==> src/rtl/bcd_pkg.sv <==
// Shared types and constants for the binary-to-BCD converter and its display path.
package bcd_pkg;
  typedef logic [3:0] bcd_digit_t;
  typedef enum logic [1:0] {IDLE, SHIFT, DONE} b2b_state_t;
  localparam int BCD_MAX = 99;
  localparam bcd_digit_t BCD_NINE = 4'd9;
endpackage

==> src/rtl/bin2bcd_seq_if.sv <==
// Start/busy/done handshake plus result digits between requester and bin2bcd_seq.
interface bin2bcd_seq_if
  import bcd_pkg::*;
#(
  parameter int N_BITS = 7
);
  logic              start;
  logic [N_BITS-1:0] bin;
  logic              busy;
  logic              done;
  bcd_digit_t        tens;
  bcd_digit_t        units;
  logic              ovf;

  modport master (output start, bin, input busy, done, tens, units, ovf);
  modport slave  (input start, bin, output busy, done, tens, units, ovf);
endinterface

==> src/rtl/bcd_add3.sv <==
// Double-dabble nibble correction: add 3 to any digit of 5 or more before the shift.
module bcd_add3
  import bcd_pkg::*;
(
  input  bcd_digit_t d_i,
  output bcd_digit_t d_o
);
  always_comb begin
    d_o = (d_i >= 4'd5) ? bcd_digit_t'(d_i + 4'd3) : d_i;
  end
endmodule

==> src/rtl/bin2bcd_seq.sv <==
// Sequential shift-and-add-3 binary-to-BCD converter producing saturated tens/units digits.
module bin2bcd_seq
  import bcd_pkg::*;
#(
  parameter int N_BITS = 7
)(
  input  logic           clk,
  input  logic           rst,
  bin2bcd_seq_if.slave   bus
);
  localparam int CNT_W = $clog2(N_BITS + 1);

  b2b_state_t        state_q, state_d;
  logic [N_BITS-1:0] shreg_q, shreg_d;
  logic [11:0]       scr_q, scr_d;
  logic [CNT_W-1:0]  cnt_q, cnt_d;
  bcd_digit_t        tens_q, tens_d;
  bcd_digit_t        units_q, units_d;
  logic              ovf_q, ovf_d;
  logic              done_q, done_d;
  bcd_digit_t        h_adj, t_adj, u_adj;

  bcd_add3 u_add3_h (.d_i(scr_q[11:8]), .d_o(h_adj));
  bcd_add3 u_add3_t (.d_i(scr_q[7:4]),  .d_o(t_adj));
  bcd_add3 u_add3_u (.d_i(scr_q[3:0]),  .d_o(u_adj));

  always_ff @(posedge clk or posedge rst) begin
    if (rst) begin
      state_q <= IDLE;
      shreg_q <= '0;
      scr_q   <= '0;
      cnt_q   <= '0;
      tens_q  <= '0;
      units_q <= '0;
      ovf_q   <= 1'b0;
      done_q  <= 1'b0;
    end else begin
      state_q <= state_d;
      shreg_q <= shreg_d;
      scr_q   <= scr_d;
      cnt_q   <= cnt_d;
      tens_q  <= tens_d;
      units_q <= units_d;
      ovf_q   <= ovf_d;
      done_q  <= done_d;
    end
  end

  always_comb begin
    state_d = state_q;
    case (state_q)
      IDLE:    if (bus.start) state_d = SHIFT;
      SHIFT:   if (cnt_q == CNT_W'(N_BITS - 1)) state_d = DONE;
      DONE:    state_d = IDLE;
      default: state_d = IDLE;
    endcase
  end

  // Result digits are only written in DONE so the display never sees partial values.
  always_comb begin
    shreg_d = shreg_q;
    scr_d   = scr_q;
    cnt_d   = cnt_q;
    tens_d  = tens_q;
    units_d = units_q;
    ovf_d   = ovf_q;
    done_d  = 1'b0;
    case (state_q)
      IDLE: begin
        if (bus.start) begin
          shreg_d = bus.bin;
          scr_d   = '0;
          cnt_d   = '0;
        end
      end
      SHIFT: begin
        {scr_d, shreg_d} = {h_adj, t_adj, u_adj, shreg_q} << 1;
        cnt_d = cnt_q + CNT_W'(1);
      end
      DONE: begin
        done_d = 1'b1;
        if (scr_q[11:8] != 4'd0) begin
          tens_d  = BCD_NINE;
          units_d = BCD_NINE;
          ovf_d   = 1'b1;
        end else begin
          tens_d  = scr_q[7:4];
          units_d = scr_q[3:0];
          ovf_d   = 1'b0;
        end
      end
      default: ;
    endcase
  end

  always_comb begin
    bus.busy  = (state_q != IDLE);
    bus.done  = done_q;
    bus.tens  = tens_q;
    bus.units = units_q;
    bus.ovf   = ovf_q;
  end
endmodule

==> src/flat_wrapper.sv <==
// flat-port wrapper written by rule: the top's interface ports become plain ports
module bin2bcd_seq_flat import bcd_pkg::*;
#(
  parameter int N_BITS = 7
)
  (clk, rst, bus_start, bus_bin, bus_busy, bus_done, bus_tens, bus_units, bus_ovf);
  bin2bcd_seq_if #(.N_BITS(N_BITS)) bus_i ();
  input  logic clk;
  input  logic rst;
  input wire logic [$bits(bus_i.start)-1:0] bus_start;
  input wire logic [$bits(bus_i.bin)-1:0] bus_bin;
  output wire logic [$bits(bus_i.busy)-1:0] bus_busy;
  output wire logic [$bits(bus_i.done)-1:0] bus_done;
  output wire logic [$bits(bus_i.tens)-1:0] bus_tens;
  output wire logic [$bits(bus_i.units)-1:0] bus_units;
  output wire logic [$bits(bus_i.ovf)-1:0] bus_ovf;
  assign bus_i.start = bus_start;
  assign bus_i.bin = bus_bin;
  assign bus_busy = bus_i.busy;
  assign bus_done = bus_i.done;
  assign bus_tens = bus_i.tens;
  assign bus_units = bus_i.units;
  assign bus_ovf = bus_i.ovf;
  bin2bcd_seq #(.N_BITS(N_BITS)) u_core (.clk(clk), .rst(rst), .bus(bus_i));
endmodule
==> config.mk <==
export PLATFORM = sky130hd
export DESIGN_NAME = bin2bcd_seq_flat
export DESIGN_NICKNAME = d
export VERILOG_FILES = /design/src/rtl/bcd_pkg.sv /design/src/rtl/bin2bcd_seq_if.sv /design/src/rtl/bcd_add3.sv /design/src/rtl/bin2bcd_seq.sv /design/src/flat_wrapper.sv
export SDC_FILE = /design/constraint.sdc
export NUM_CORES = 1
export LEC_CHECK = 0
export ABC_AREA = 1
export CAP_MARGIN = 25
export CORE_ASPECT_RATIO = 0.5
export CORE_MARGIN = 2
export CORE_UTILIZATION = 44
export DETAILED_ROUTE_END_ITERATION = 7
export DONT_BUFFER_PORTS = 1
export PLACE_DENSITY_LB_ADDON = 0.15
export SLEW_MARGIN = 20
export SYNTH_ARGS = -nofsm -noshare
export SYNTH_HDL_FRONTEND = slang
export SYNTH_SLANG_ARGS = --single-unit
==> constraint.sdc <==
create_clock -name clk -period 1.25 [get_ports clk]
set_input_delay 0.25 -clock clk [delete_from_list [all_inputs] [get_ports clk]]
set_output_delay 0.25 -clock clk [all_outputs]
set_load 0.01 [all_outputs]
==> flow_metrics.py <==
metrics = {
    "outcome": {
        "status": "completed",
    },
    "power": {
        "sequentialPowerShare_pct": 38.0,
        "power_frac_comb_pct": 47.5,
        "power_frac_clock_pct": 14.5,
        "p_sw_mw": 2.30,
        "ir_worst_vdd_v": 0.000950,
        "p_sw_share_pct": 43.4,
        "totalPowerFinal_mw": 5.30,
        "internal-power_mw": 3.00,
        "total_leakage_power_nw": 0.980,
        "p_per_area_nw_per_um2": 2670,
    },
    "placement": {
        "postPlaceCellArea_um2": 1820,
        "portBuffers": 0,
        "dp.cells": 266,
        "dp_hpwl_mm": 2.52,
        "gp_congestion": 0.805,
    },
    "die": {
        "core_um2": 3550,
        "die_y_um": 47.8,
        "start_util_pct": 47.7,
        "dieArea_um2": 4390,
        "ios": 21,
        "die_w_um": 91.7,
        "num_rows": 15,
    },
    "grt": {
        "antenna_found_initial": 0,
        "grt_start_max_net_pins": 35,
        "grt_pass1_wl_mm": 5.91,
        "grt_pass1_vias": 1294,
        "overflow": 0,
        "gr-usage-all-layers_pct": 18.2,
    },
    "critical_path": {
        "endpoint": "bus_busy",
        "path_class": "reg2out",
        "start_kind": "flop",
        "startpoint": "u_core.state_q[0]",
        "critical_path_required_ns": 1.00,
        "arrival_ns": 0.99,
        "critPathMaxFanout": 3,
        "r2r_start": "u_core.state_q[0]",
        "r2r_slack_ns": 0.07,
        "endpoint_kind": "primary output",
        "rr_worst_depth": 6,
        "r2r_end": "u_core.scr_q[3]",
    },
    "clocking": {
        "clk_latency_ns": 0.29,
        "cts_tree": "yes",
        "cts_root_buffer": "clkbuf_8",
        "cts-buffers-inserted": 5,
        "clkTransAtPathRegs_ns": 0.06,
        "cts.sinks": 34,
        "clk_path_buf_depth": 2,
        "h-tree-depth": 2,
    },
    "route": {
        "drtAntennaViolNets": 0,
        "wl_per_cell_um": 12.9,
        "dr.pass1.iters": 4,
        "vias": 1397,
        "postRouteWirelength_mm": 3.57,
        "vias_per_cell": 5.04,
        "drc": 0,
        "drt_iter0_drc": 68,
    },
    "sta": {
        "hold_violations": 0,
        "period_share_pct": 98.9,
        "slew_violations": 0,
        "tightestPinTransition_ns": 0.424,
        "rsz0062_at_grt": "true",
        "hold-worst-slack_ns": 0.0979,
        "period_minus_slack_ns": 1.24,
        "finalClockSkew_ns": 0.000969,
        "slew-limit-headroom_pct": 71.8,
        "setup_viol": 0,
        "fmax_mhz": 808,
        "setup_tns_ns": 0,
    },
    "flow_run": {
        "drv_cap": 0,
    },
    "layout": {
        "multi_input_area_um2": 778,
        "drive_above_1_share_pct": 20.8,
        "nFillCells": 328,
        "layout_common_cells": "nand2_1, dfrtp_1, o21ai_0, buf_4, nand3_1",
        "n_antenna_cell": 0,
        "nets": 245,
        "final_area_um2": 1990,
        "final_common_cell": "nand2_1",
        "fin_cells": 277,
        "area_growth_pct": 17.4,
        "seq_area_um2": 851,
    },
    "logic_synthesis": {
        "postSynthAreaPerCell_um2": 8.25,
        "synthCells": 205,
        "ys_warn_count": 0,
        "synth_nets": 224,
        "ys_seq_area_share_pct": 50.3,
        "synth_cell_type_count": 18,
        "syn-cell-area_um2": 1690,
        "yosys_register_bits": 34,
    },
    "min_path": {
        "holdCritPathClass": "in2reg",
    },
}
==> per-stage QoR <==
stage	setup WS (ns)	utilization, %
floorplan	0.118	-
global placement	0.0744	51.2
detailed placement	0.00500	51.2
CTS	0.00424	54.3
global route	-0.0414	56.0
finish	0.0131	56.0
==> synth_stat cells <==
library cell	number	share of area, %
buf_8	1	0.89
nor2_2	1	0.37
o211ai_1	1	0.44
inv_4	1	0.37
buf_6	2	1.3
nand2_1	63	14
inv_1	20	4.4
nor2_1	12	2.7
nand4_1	6	2.2
a31oi_1	1	0.37
inv_2	2	0.44
dfrtp_1	34	50
nand3_1	16	4.7
ha_1	9	6.7
o21ai_1	5	1.5
o21ai_0	28	8.3
nand2_2	2	0.74
a21oi_1	1	0.30
==> worst min path at each step <==
stage / startpoint / endpoint / cells past startpoint
finish: bus_bin[0] / u_core.shreg_q[0] / 2
global route: bus_start / u_core.shreg_q[0] / 2
CTS: bus_bin[0] / u_core.shreg_q[0] / 2
detailed placement: rst / u_core.shreg_q[6] / 2
global placement: rst / u_core.cnt_q[2] / 2
floorplan: rst / u_core.bus.done / 1
==> registers in the layout (all words and copies together) (netlist names) <==
register          count
u_core.cnt_q          3
u_core.bus.tens       4
u_core.bus.ovf        1
u_core.bus.units      4
u_core.shreg_q        7
u_core.bus.done       1
u_core.scr_q         12
u_core.state_q        2
==> critical path: stages (launching register included) <==
cell and delay, ns:
dfrtp_1 0.39, buf_4 0.15, nor2_4 0.10, inv_2 0.06
==> final cells by class <==
class | count | share of cell area [%]
clock buffer | 7 | 3.84
inverter | 23 | 4.73
multi-input combinational | 146 | 39.2
sequential | 34 | 42.8
tap | 51 | 3.21
timing repair buffer | 16 | 6.18
==> metal layers <==
metal  up-vias  GRT usage (%)  part of all wire [%]
met5         -              0                     0
met4         0           7.16                   1.1
met3         4           6.30                   5.3
met2        35           29.9                    44
met1       650           23.1                    50
li1        708              -                     -
==> power by group through the flow <==
| stage | sequential, mW | combinational (mW) | clock, mW |
|---|---|---|---|
| floorplan | 1.94 | 1.68 | 0 |
| global placement | 1.98 | 2.22 | 0 |
| detailed placement | 2.00 | 2.29 | 0 |
| CTS | 1.98 | 2.37 | 0.795 |
| global route | 2.08 | 2.92 | 0.835 |
| finish | 2.01 | 2.52 | 0.767 |
==> logic make-up (layout without fill, tap and decap cells) <==
group           Yosys count  count (layout)  share of synthesized area (%)
fa+ha+maj                 9               9                           6.66
buf+inv                  26              46                           7.47
flops                    34              34                           50.3
simple gates            100             101                           24.7
compound gates           36              36                           10.9
==> what timing repair did <==
item | in CTS | in global routing
setup buffers | 1 | 1
cloned | 0 | 1
setup endpoints to repair | 2 | 28
hold buffers | 1 | 0
hold endpoints to repair | 34 | 0
gates resized for setup | 6 | 23
No activity file was read; power rests on OpenSTA's default activity.
